File: src/rtl/ex_hazard_ctrl.sv
// ex_hazard_ctrl: execute-stage sequencer for load-use bubbles, memory-busy freezes,
// and registered PC redirects followed by a fixed-length wrong-path flush.
module ex_hazard_ctrl #(
  parameter int FLUSH_CYCLES = 2,
  parameter int CNT_W        = 16
) (
  input  logic             clk,
  input  logic             rst_n,
  input  logic             id_valid,
  input  logic [4:0]       id_rs1_addr,
  input  logic [4:0]       id_rs2_addr,
  input  logic             id_uses_rs1,
  input  logic             id_uses_rs2,
  input  logic             ex_valid,
  input  logic [4:0]       ex_rd_addr,
  input  logic             ex_rd_we,
  input  logic             ex_is_load,
  input  logic             ex_taken,
  input  logic [31:0]      ex_target,
  input  logic             mem_busy,
  output logic             stall_if,
  output logic             stall_id,
  output logic             stall_ex,
  output logic             flush_id,
  output logic             flush_ex,
  output logic             redirect_valid,
  output logic [31:0]      redirect_addr,
  output logic             misalign_err,
  output logic [CNT_W-1:0] load_stall_cnt,
  output logic [CNT_W-1:0] redirect_cnt
);
  typedef enum logic {RUN, REDIRECT} state_t;
  state_t     state, state_nxt;
  logic [2:0] fcnt, fcnt_nxt;
  logic       hazard, capture, load_use;
  always_comb begin
    hazard   = id_valid & ex_valid & ex_is_load & ex_rd_we & (ex_rd_addr != 5'd0) &
               ((id_uses_rs1 & (id_rs1_addr == ex_rd_addr)) |
                (id_uses_rs2 & (id_rs2_addr == ex_rd_addr)));
    capture  = (state == RUN) & ex_valid & ex_taken & ~mem_busy;
    load_use = (state == RUN) & ~mem_busy & ~capture & hazard;
  end
  always_ff @(posedge clk or negedge rst_n)
    if (!rst_n) begin
      state <= RUN;
      fcnt  <= 3'd0;
    end else begin
      state <= state_nxt;
      fcnt  <= fcnt_nxt;
    end
  // the flush countdown freezes while memory is busy, stretching the window
  always_comb begin
    state_nxt = state;
    fcnt_nxt  = fcnt;
    if (capture) begin
      state_nxt = REDIRECT;
      fcnt_nxt  = 3'(FLUSH_CYCLES - 1);
    end else if (state == REDIRECT && !mem_busy) begin
      if (fcnt == 3'd0) state_nxt = RUN;
      else fcnt_nxt = fcnt - 3'd1;
    end
  end
  // gated by rst_n so control outputs are quiet for the whole reset period
  always_comb begin
    stall_if = rst_n & (mem_busy | load_use);
    stall_id = rst_n & (mem_busy | load_use);
    stall_ex = rst_n & mem_busy;
    flush_id = rst_n & (state == REDIRECT) & ~mem_busy;
    flush_ex = rst_n & (((state == REDIRECT) & ~mem_busy) | load_use);
  end
  always_ff @(posedge clk or negedge rst_n)
    if (!rst_n) begin
      redirect_valid <= 1'b0;
      misalign_err   <= 1'b0;
      redirect_addr  <= 32'd0;
      load_stall_cnt <= '0;
      redirect_cnt   <= '0;
    end else begin
      redirect_valid <= capture;
      misalign_err   <= capture & (ex_target[1:0] != 2'b00);
      if (capture) redirect_addr <= {ex_target[31:2], 2'b00};
      if (load_use && !(&load_stall_cnt)) load_stall_cnt <= load_stall_cnt + 1'b1;
      if (capture && !(&redirect_cnt)) redirect_cnt <= redirect_cnt + 1'b1;
    end
endmodule

File: config.mk
export PLATFORM = sky130hd
export DESIGN_NAME = ex_hazard_ctrl
export DESIGN_NICKNAME = d
export VERILOG_FILES = /design/src/rtl/ex_hazard_ctrl.sv
export SDC_FILE = /design/constraint.sdc
export NUM_CORES = 1
export LEC_CHECK = 0
export ABC_AREA = 1
export BUFFER_PORTS_ARGS = -buffer_cell sky130_fd_sc_hd__buf_4
export CAP_MARGIN = 20
export CORE_UTILIZATION = 45
export CTS_CLUSTER_DIAMETER = 50
export DETAILED_ROUTE_END_ITERATION = 12
export PLACE_DENSITY = 0.81
export SLEW_MARGIN = 20
export SYNTH_ARGS = -nofsm -noshare
export SYNTH_HDL_FRONTEND = slang
export SYNTH_SLANG_ARGS = --single-unit
File: constraint.sdc
create_clock -name clk -period 1.65 [get_ports clk]
set_input_delay 0.33 -clock clk [delete_from_list [all_inputs] [get_ports clk]]
set_output_delay 0.33 -clock clk [all_outputs]
set_load 0.01 [all_outputs]
# After elaboration in Yosys (flattened, before gate mapping)
# Cells that the tools add are included.
[op_classes] addsub=3 eq_ne=3 n_mux=6 bitwise_logic=26 reduce_logical=15
[ops] operator="adder 16 x 1 -> 16 bit (second input constant)" count=2
[ops] operator="AND reduction 16 bit" count=2
[ops] operator="AND 1 bit" count=20
[ops] operator="equality test 5 bit" count=2
[ops] operator="two-way mux 3 bit" count=3
[ops] operator="nonzero test 2 bit" count=3
[ops] operator="nonzero test 5 bit" count=1
[ops] operator="AND reduction 2 bit" count=2
[ops] operator="logical AND 1 bit" count=3
[ops] operator="zero test 1 bit" count=3
[ops] operator="zero test 3 bit" count=1
[ops] operator="two-way mux 1 bit" count=3
[ops] operator="inverter 1 bit" count=3
[ops] operator="bitwise OR 1 bit" count=3
[ops] operator="subtractor 3 x 1 -> 3 bit (second input constant)" count=1
[ops] operator="!= test 2 bit (second input constant)" count=1
[totals] register_bits=68 input_bits=57 out_inout_bits=71 elab_cells=60

# Depth between registers and ports, before layout
# Gate-level depths: netlist (run 1).
[logic_depth] ltp_word=9 ltp_mapped=11 ltp_nobuf=11

# Least setup slack after synthesis (run 1)
# No wires, ideal clock.
[synth_timing] path_type="input to output" startpoint="input port mem_busy" endpoint="output port stall_if" t_arrival_ps=1365 setup_slack_ps=-45 stages=7 path_buffers=1 path_cell_list="inv_2 > nand2_1 > nor2_2 > and3_1 > nand2_1 > o21ai_0 > buf_4"
[synth_via] elab_chain_len=7 elab_cells_between_ends=8 cone_classes="bitwise (8)"
[synth_lines] item="start: declaration" line_no="20" rtl="input logic mem_busy,"
[synth_lines] item="inverter 1 bit" line_no="40, 41"
[synth_lines] item="AND 1 bit" line_no="40" rtl="capture = (state == RUN) & ex_valid & ex_taken & ~mem_busy;"
[synth_lines] item="inverter 1 bit" line_no="41" rtl="load_use = (state == RUN) & ~mem_busy & ~capture & hazard;"
[synth_lines] item="AND 1 bit (2 in a row)" line_no="41"
[synth_lines] item="bitwise OR 1 bit *"
[synth_lines] item="AND 1 bit *"
[synth_lines] item="end: declaration" line_no="21" rtl="output logic stall_if,"
# Every way passes the cells marked *; elsewhere a longest branch is shown, timed or not.

# Worst setup path after layout (run 1)
[layout_timing] startpoint="register state" endpoint="output port stall_if"
[layout_via] elab_chain_len=9 elab_cells_between_ends=10 cone_classes="bitwise (10)"
[layout_lines] item="start: declaration" line_no="33" rtl="state_t state, state_nxt;"
[layout_lines] item="start signal: assignment" line_no="48" rtl="state <= state_nxt;"
[layout_lines] item="inverter 1 bit *" line_no="40, 41"
[layout_lines] item="AND 1 bit (3 in a row)" line_no="40"
[layout_lines] item="inverter 1 bit" line_no="41"
[layout_lines] item="AND 1 bit * (2 in a row)" line_no="41"
[layout_lines] item="bitwise OR 1 bit *" line_no="65" rtl="stall_if = rst_n & (mem_busy | load_use);"
[layout_lines] item="AND 1 bit *" line_no="65"
# Marks and branches as above.

==> results_dict.tcl, run 1 <==
set metrics [dict create \
    outcome "finished with violations" \
    fin_ws_ps -98.9 \
    fp.dieW_um 91.3 \
    drive_above_1_share_pct 31.8 \
    dr_total_vias 3468 \
    clock-root-buffer "clkbuf_8" \
    hpwlAfterDp_um 6620 \
    hold_ws_ps 6.47 \
    wire_per_inst_um 12.7 \
    peakVddDrop_mv 0.915 \
    syn_inst 475 \
    antenna_found_initial 0 \
    synth-compound-area-share_pct 2.51 \
    clock_path_buffers 2 \
    yosys_warnings 0 \
    synth_top_area_share_pct 47.4 \
    cts_tree "yes" \
    start_util_pct 46.4 \
    dp_cells 708 \
    yosys.area.top_type "dfrtp_1" \
    end_kind "primary output" \
    gp_congestion 0.859 \
    syn_avg_cell_area_um2 7.55 \
    timing.final.hold_violations 0 \
    cp.arrival_ps 1420 \
    yosys.area_share.simple_pct 34.2 \
    num_io_pins 128 \
    comb_power_share_pct 32.7 \
    cp_top_family "simple AND/OR/NAND/NOR gates" \
    worstSetupPathType "reg -> out" \
    yosysSeqAreaShare_pct 47.4 \
    ant_nets 0 \
    synth_mux_area_share_pct 0 \
    cts_buffers 9 \
    fin_nets 684 \
    rrSetupSlack_ps 60 \
    crit_fanout 3 \
    drv_slew 0 \
    ys_ff_latch 68 \
    p_sw_share_pct 32.0 \
    worst_ep_required_time_ps 1320 \
    overflow 0 \
    synth_fa_ha_area_share_pct 1.39 \
    via_per_inst 4.75 \
    slowest_delay_ps 390 \
    synthArstFlopShare_pct 100 \
    diodes 0 \
    finalSetupViolations 3 \
    rows 32 \
    grt_start_max_net_pins 69 \
    max_cap_violations 0 \
    fin_cells 730 \
    synth-edff-count 0 \
    syn_area_um2 3590 \
    synth_flop_cell "dfrtp_1" \
    cellPowerDensity_nw_per_um2 1220 \
    clock_latency_ps 350 \
    switchingPower_mw 2.02 \
    wl_um 9280 \
    r2r_start "redirect_cnt[1]" \
    fin_worst_skew_ps 14.8 \
    firstDrtPassIters 4 \
    clkPwrFrac_pct 27.8 \
    synth_area_leaders "dfrtp_1 47%, nand2_1 22%, inv_1 5.2%" \
    synthXorXnorAreaFrac_pct 6.35 \
    hold_path.class "in -> async" \
    pwr-share-seq_pct 39.5 \
    period_share_pct 106 \
    ys_types 30 \
    final_common_cell "nand2_1" \
    crit_path_start_kind "flip-flop" \
    max_freq_mhz 572 \
    fin_crit_ps 1750 \
    crit_path_cell_trace "nor2_2 > and3_4 > nand2_4 > o21ai_4 > buf_4" \
    p_leak_nw 2.88 \
    cts_hold_buffers 0 \
    drt_iter0_drc 198 \
    htree_levels 3 \
    synth_top_family_by_area "simple AND/OR/NAND/NOR gates" \
    grt_pass1_vias 3451 \
    drc 0 \
    final_cell_mix "208 x nand2_1, 146 x buf_4, 67 x dfrtp_1" \
    die_height_um 91.3 \
    core_area_um2 7730 \
    port_buffers 125 \
    grt_usage_pct 23.6 \
    grt_pass1_wl_um 15500 \
    rsz0062_at_grt "yes" \
    dpl_worst_slack_ps -47.7 \
    rr_endpoint "redirect_cnt[3]" \
    critPathSlowestCell "dfrtp_1" \
    dieArea_um2 8340 \
    path_clk_slew_ps 80 \
    ff2ff_path_depth 10 \
    violations "setup timing" \
    p_int_mw 4.29 \
    critical_path_buf_inv_count 1 \
    cts_sinks 68 \
    area_growth_pct 43.5 \
]
synth_stat cells (7+ instances only):
cell     instances
nand2_1        210
inv_1           50
o21ai_0          7
dfrtp_1         68
xnor2_1          9
nand4_1          7
nand3_1         19
xor2_1          17
nor2_1          37
worst max-delay path by stage:
stage | slack (ps) | start | end | depth (start not counted)
2_1_floorplan | 30 | redirect_cnt[1] | redirect_cnt[4] | 10
3_3_place_gp | -10 | ex_rd_addr[4] | stall_if | 10
3_5_place_dp | -50 | ex_rd_addr[4] | load_stall_cnt[15] | 11
4_1_cts | -110 | state | stall_if | 5
5_1_grt | -180 | state | stall_if | 5
6_report | -100 | state | stall_if | 5
logic make-up after synthesis:
kind of cell             Yosys count
other                              1
AND/OR/NAND/NOR                  296
adder cells (fa/ha/maj)            4
buffers and inverters             66
AO/OA/AOI/OAI                     14
flip-flops                        68
XOR/XNOR                          26
power groups by stage:
stage	sequential, mW	combinational, mW	clock (mW)
after CTS	2.48	2.04	1.78
after floorplan	2.67	0.722	0
after detailed placement	2.49	2.01	0
after global placement	2.48	1.94	0
final	2.49	2.06	1.75
after global routing	2.55	2.29	1.85
layer usage:
metal | track usage, % | part of all wire (%)
met1 | 29.4 | 43
met2 | 39.5 | 50
met3 | 5.11 | 5.9
met4 | 10.2 | 1.5
met5 | 0 | 0
per-stage QoR:
step	util, %	power, mW	setup TNS (ps)	area (um^2)
5_1_grt	66.6	6.69	-607	5150
3_5_place_dp	61.3	4.49	-566	4730
6_report	66.6	6.30	-269	5150
4_1_cts	65.3	6.29	-286	5050
2_1_floorplan	-	3.39	0	3590
3_3_place_gp	61.3	4.42	-19.0	4730
flip-flops by register name, summed over array words and instances, names as in the netlist:
register and cells:
redirect_cnt 16, fcnt 3, misalign_err 1, state 1
load_stall_cnt 16, redirect_valid 1, redirect_addr 30
what timing repair did:
action	CTS	global route
endpoints found under the setup margin	16	30
pin swaps	2	3
gates resized for setup	9	18
buffers inserted	3	3
worst reg2reg max path: cells and delay by family, from the launching register on:
family	cells	cell delay, ps
flops	1	400
fa+ha+maj	1	150
xor+xnor	1	130
buf+inv	1	130
simple gates	7	680
cell type report:
class	instances	area, um^2
fill	620	2580
multi-input combinational	342	1710
sequential	68	1700
timing repair buffer	149	1150
inverter	53	206
clock buffer	11	151
tap	102	128
clock inverter	5	106
Power figures use the tool's default switching activity.
==> run 2, diff against run 1 <==
==> config.mk (replaced) <==
export PLATFORM = sky130hd
export DESIGN_NAME = ex_hazard_ctrl
export DESIGN_NICKNAME = d
export VERILOG_FILES = /design/src/rtl/ex_hazard_ctrl.sv
export SDC_FILE = /design/constraint.sdc
export NUM_CORES = 1
export LEC_CHECK = 0
export CAP_MARGIN = 20
export CORE_UTILIZATION = 49
export CTS_CLUSTER_DIAMETER = 50
export DETAILED_ROUTE_END_ITERATION = 12
export DONT_BUFFER_PORTS = 1
export PLACE_DENSITY = 0.71
export SLEW_MARGIN = 20
export SYNTH_ARGS = -nofsm -noshare
export SYNTH_HDL_FRONTEND = slang
export SYNTH_SLANG_ARGS = --single-unit
==> results_dict.tcl, run 2 <==
set metrics [dict create \
    reg.largest.list "redirect_addr: 30 flops, load_stall_cnt: 16 flops, redirect_cnt: 16 flops" \
    drt_iter0_drc 59 \
    final_common_cell "nand2_1" \
    p_sw_share_pct 32.4 \
    cp-endpoint "stall_id" \
    path_clk_slew_ps 80 \
    dpl_worst_slack_ps -69.4 \
    cp.arrival_ps 1480 \
    synthArstFlopShare_pct 100 \
    outcome "finished with violations" \
    r2r_start "state" \
    crit_path_cell_trace "nor3b_2 > buf_4 > o211ai_4 > nand2b_4 > a21oi_4" \
    wl_um 7260 \
    start_util_pct 51.9 \
    period_share_pct 110 \
    crit_path_start_kind "flip-flop" \
    clock_latency_ps 340 \
    syn_area_um2 3130 \
    grt_usage_pct 21.5 \
    syn_inst 325 \
    drv_slew 0 \
    yosysMostFrequentCell "nand2_1" \
    max_cap_violations 0 \
    ff2ff_path_depth 8 \
    synth_top_area_share_pct 54.4 \
    pwr-share-seq_pct 50.2 \
    fin_cells 471 \
    finalSetupViolations 12 \
    worst_ep_required_time_ps 1320 \
    synth_commonest_cells "110 x nand2_1, 68 x dfrtp_1, 36 x xnor2_1, 19 x nand3_1, 15 x nor2_1" \
    cts_buffers 9 \
    rr_endpoint "redirect_cnt[14]" \
    violations "hold timing, setup timing" \
    switchingPower_mw 1.68 \
    clock-root-buffer "clkbuf_8" \
    peakVddDrop_mv 0.918 \
    clock_path_buffers 2 \
    cp_top_family "flip-flops" \
    yosys_warnings 0 \
    slowest_delay_ps 390 \
    p_leak_nw 2.01 \
    dr_total_vias 2512 \
    max_freq_mhz 553 \
    dieArea_um2 6700 \
    via_per_inst 5.33 \
    core_area_um2 6030 \
    synth-edff-count 0 \
    rows 28 \
    clkPwrFrac_pct 29.2 \
    antenna_found_initial 0 \
    drive_above_1_share_pct 29.3 \
    die_height_um 81.9 \
    fin_ws_ps -158 \
    critical_path_buf_inv_count 1 \
    yosysSeqAreaShare_pct 54.4 \
    fin_crit_ps 1810 \
    dp_cells 444 \
    syn_avg_cell_area_um2 9.62 \
    rrSetupSlack_ps -80 \
    comb_power_share_pct 20.6 \
    synth_area_leaders "dfrtp_1 54%, nand2_1 13%, xnor2_1 10%" \
    htree_levels 3 \
    wire_per_inst_um 15.4 \
    critPathSlowestCell "dfrtp_1" \
    port_buffers 0 \
    hold_path.class "in -> async" \
    grt_start_max_net_pins 70 \
    cts_tree "yes" \
    timing.final.hold_violations 68 \
    gp_congestion 0.815 \
    cts_sinks 68 \
    fin_worst_skew_ps 9.09 \
    grt_pass1_vias 2455 \
    top_register "redirect_addr" \
    num_io_pins 128 \
    ys_types 38 \
    yosys.area.top_type "dfrtp_1" \
    largest_register_ffs 30 \
    grt_pass1_wl_um 10800 \
    crit_cells 5 \
    end_kind "primary output" \
    hpwlAfterDp_um 4940 \
    p_int_mw 3.51 \
    crit_path_start "state" \
    diodes 0 \
    ant_nets 0 \
    area_growth_pct 32.7 \
    ys_ff_latch 68 \
    rsz0062_at_grt "yes" \
    final_cell_mix "108 x nand2_1, 68 x dfrtp_1, 59 x buf_4" \
    crit_fanout 2 \
    cellPowerDensity_nw_per_um2 1250 \
    overflow 0 \
    hold_ws_ps -317 \
    fin_util_pct 68.8 \
    drc 0 \
    synth_flop_cell "dfrtp_1" \
    fp.dieW_um 81.9 \
    worstSetupPathType "reg -> out" \
    setup_tns_ps -873 \
    fin_nets 452 \
    firstDrtPassIters 4 \
]
-- run 2: what timing repair did --
item,CTS,global route
resized for setup,9,30
cloned,0,1
pin swaps,6,21
setup buffers,4,9
endpoints found under the setup margin,12,30
endpoints found under the hold margin,68,68
-- run 2: logic make-up after synthesis --
group                      count (synthesis)  share of synthesized area (%)
buffers and inverters                     19                           2.76
adders and majority gates                  4                           1.60
muxes                                      2                          0.720
and+or+nand+nor                          175                           25.3
AOI/OAI and AO/OA                         15                           3.60
xor gates and xnor gates                  41                           11.5
DFF                                       68                           54.4
other                                      1                          0.120
-- run 2: per-layer routing --
| metal | share of wire, % | track usage [%] | up-vias | wire length (um) |
|---|---|---|---|---|
| met5 | 0 | 0 | - | 0 |
| met4 | 0.70 | 10.0 | 0 | 51 |
| met3 | 7.0 | 7.56 | 7 | 505 |
| met2 | 51 | 36.4 | 85 | 3700 |
| met1 | 41 | 24.1 | 1221 | 3010 |
| li1 | - | - | 1199 | - |
-- run 2: worst min path at each step --
stage          startpoint                end  slack [ps]  cells after the start
6_report            rst_n  redirect_addr[14]        -320                      0
2_1_floorplan       rst_n            fcnt[0]          30                      0
5_1_grt             rst_n  redirect_addr[10]        -350                      0
3_5_place_dp        rst_n  load_stall_cnt[5]          40                      0
4_1_cts             rst_n  redirect_addr[14]        -340                      0
3_3_place_gp        rst_n  load_stall_cnt[5]          40                      0
-- run 2: power groups by stage --
| stage | Combinational [mW] | Sequential, mW | Clock (mW) |
|---|---|---|---|
| after global routing | 1.23 | 2.68 | 1.62 |
| after CTS | 0.969 | 2.61 | 1.55 |
| after detailed placement | 0.921 | 2.64 | 0 |
| after global placement | 0.870 | 2.63 | 0 |
| final | 1.07 | 2.60 | 1.52 |
| after floorplan | 0.593 | 2.62 | 0 |
-- run 2: final cells by class --
type / instances / area (um^2)
fillers: 469 / 1880
flip-flops and latches: 68 / 1700
multi-input cells: 239 / 1580
repair buffers: 65 / 519
clock buffers: 12 / 145
well taps: 75 / 93.8
clock inverters: 4 / 72.6
inverters: 8 / 35.0
-- run 2: stage by stage --
| step | area (um^2) | total power, mW |
|---|---|---|
| floorplan | 3200 | 3.22 |
| global placement | 3640 | 3.49 |
| detailed placement | 3640 | 3.56 |
| CTS | 3930 | 5.13 |
| global route | 4150 | 5.53 |
| finish | 4150 | 5.19 |
==> run 3, diff against run 2 <==
--- a/config.mk
+++ b/config.mk
@@ -6,6 +6,7 @@
 export NUM_CORES = 1
 export LEC_CHECK = 0
 export CAP_MARGIN = 20
+export CORE_MARGIN = 2
 export CORE_UTILIZATION = 49
 export CTS_CLUSTER_DIAMETER = 50
 export DETAILED_ROUTE_END_ITERATION = 12
==> results_dict.tcl, run 3 (same netlist as run 2, synthesis figures left out) <==
set metrics [dict create \
    outcome "finished with violations" \
    violations "hold timing, setup timing" \
    crit_path_cell_trace "nor3b_2 > buf_4 > o211ai_4 > nand2b_4 > a21oi_4" \
    timing.final.hold_violations 68 \
    cellPowerDensity_nw_per_um2 1230 \
    antenna_found_initial 0 \
    slowest_delay_ps 390 \
    critPathSlowestCell "dfrtp_1" \
    placed_cell_area_um2 3620 \
    final_common_cell "nand2_1" \
    worst_ep_required_time_ps 1320 \
    hold_ws_ps -325 \
    firstDrtPassIters 4 \
    reg.largest.list "redirect_addr: 30 flops, load_stall_cnt: 16 flops, redirect_cnt: 16 flops" \
    fin_ws_ps -156 \
    ff2ff_path_depth 8 \
    dieArea_um2 7040 \
    hold_path.class "in -> async" \
    final_cell_mix "108 x nand2_1, 68 x dfrtp_1, 52 x buf_4" \
    end_kind "primary output" \
    crit_path_start_kind "flip-flop" \
    dpl_worst_slack_ps -76.4 \
    fp.dieW_um 83.9 \
    num_io_pins 128 \
    rows 29 \
    start_util_pct 49.8 \
    dr_total_vias 2509 \
    drv_slew 0 \
    overflow 0 \
    cp.arrival_ps 1480 \
    clock_path_buffers 2 \
    die_height_um 83.9 \
    grtUsageMet1_pct 25.4 \
    clock-root-buffer "clkbuf_8" \
    wire_per_inst_um 15.6 \
    max_cap_violations 0 \
    crit_fanout 2 \
    rrSetupSlack_ps -90 \
    grt_pass1_wl_um 11700 \
    grt_pass1_vias 2488 \
    top_register "redirect_addr" \
    met3_usage_pct 5.93 \
    clock_latency_ps 340 \
    via_per_inst 5.40 \
    critical_path_buf_inv_count 1 \
    grt_usage_pct 20.8 \
    htree_levels 3 \
    fin_nets 446 \
    rsz0062_at_grt "yes" \
    period_share_pct 109 \
    cts_buffers 9 \
    fin_crit_ps 1810 \
    fin_worst_skew_ps 10.9 \
    path_clk_slew_ps 70 \
    max_freq_mhz 554 \
    cts_sinks 68 \
    port_buffers 0 \
    dp_cells 444 \
    fin_cells 465 \
    worstSetupPathType "reg -> out" \
    ant_nets 0 \
    wl_um 7260 \
    diodes 0 \
    grt_start_max_net_pins 70 \
    crit_cells 5 \
    cp_top_family "flip-flops" \
    setup_tns_ps -674 \
    largest_register_ffs 30 \
    stdcell_area_um2 4020 \
    grt_use_met2_pct 34.9 \
    drive_above_1_share_pct 26.8 \
    gp_congestion 0.749 \
    hpwlAfterDp_um 5060 \
    finalSetupViolations 9 \
    p_leak_nw 1.96 \
    drt_iter0_drc 113 \
    grt-busiest-layer "met2" \
    cts_tree "yes" \
    peakVddDrop_mv 0.848 \
    core_area_um2 6280 \
    area_growth_pct 28.6 \
    drc 0 \
]
run 3: final cells by class:
| cell class | count | area, um^2 |
|---|---|---|
| clock inverter | 2 | 35.0 |
| multi-input combinational | 239 | 1530 |
| tap | 77 | 96.3 |
| fill | 494 | 2260 |
| inverter | 8 | 35.0 |
| clock buffer | 12 | 155 |
| sequential | 68 | 1700 |
| timing repair buffer | 59 | 463 |
run 3: worst paths after layout:
path | start | to
worst max-delay path | state | stall_if
worst min-delay path | rst_n | load_stall_cnt[4]
worst max register to register | state | redirect_cnt[14]
worst min register to register | redirect_cnt[7] | redirect_cnt[7]
max in group asynchronous | rst_n | load_stall_cnt[11]
min in group clk | ex_target[28] | redirect_addr[28]
run 3: per-layer routing:
layer / wire (um) / share of wire, %
met2: 3690 / 51
met5: 0 / 0
met1: 2980 / 41
met3: 479 / 6.6
met4: 107 / 1.5
run 3: timing repair:
item                       in CTS  in global routing
pin swaps                       7                 22
setup buffers                   5                  2
hold endpoints to repair       68                 68
gates resized for setup         8                 24
gates cloned                    0                  1
setup endpoints to repair       7                 60
run 3: per-stage QoR:
| stage | total power, mW | util (%) | hold slack (ps) |
|---|---|---|---|
| detailed placement | 3.59 | 57.7 | 36.2 |
| finish | 4.96 | 64.0 | -325 |
| CTS | 4.96 | 62.0 | -332 |
| floorplan | 3.22 | - | 34.4 |
| global placement | 3.52 | 57.7 | 36.2 |
| global route | 5.26 | 64.0 | -343 |
run 3: worst reg2reg max path, cell delays in order, from the launching register on:
cell	delay [ps]
dfrtp_1	390
nor3b_2	190
buf_4	150
nand2_4	60
clkinv_4	60
nand2_4	50
or4_4	480
nor3_4	140
xor2_1	150
run 3: power breakdown:
| part | switching [mW] | internal [mW] |
|---|---|---|
| clock | 0.583 | 0.762 |
| combinational | 0.561 | 0.447 |
| sequential | 0.475 | 2.13 |
| total | 1.62 | 3.34 |
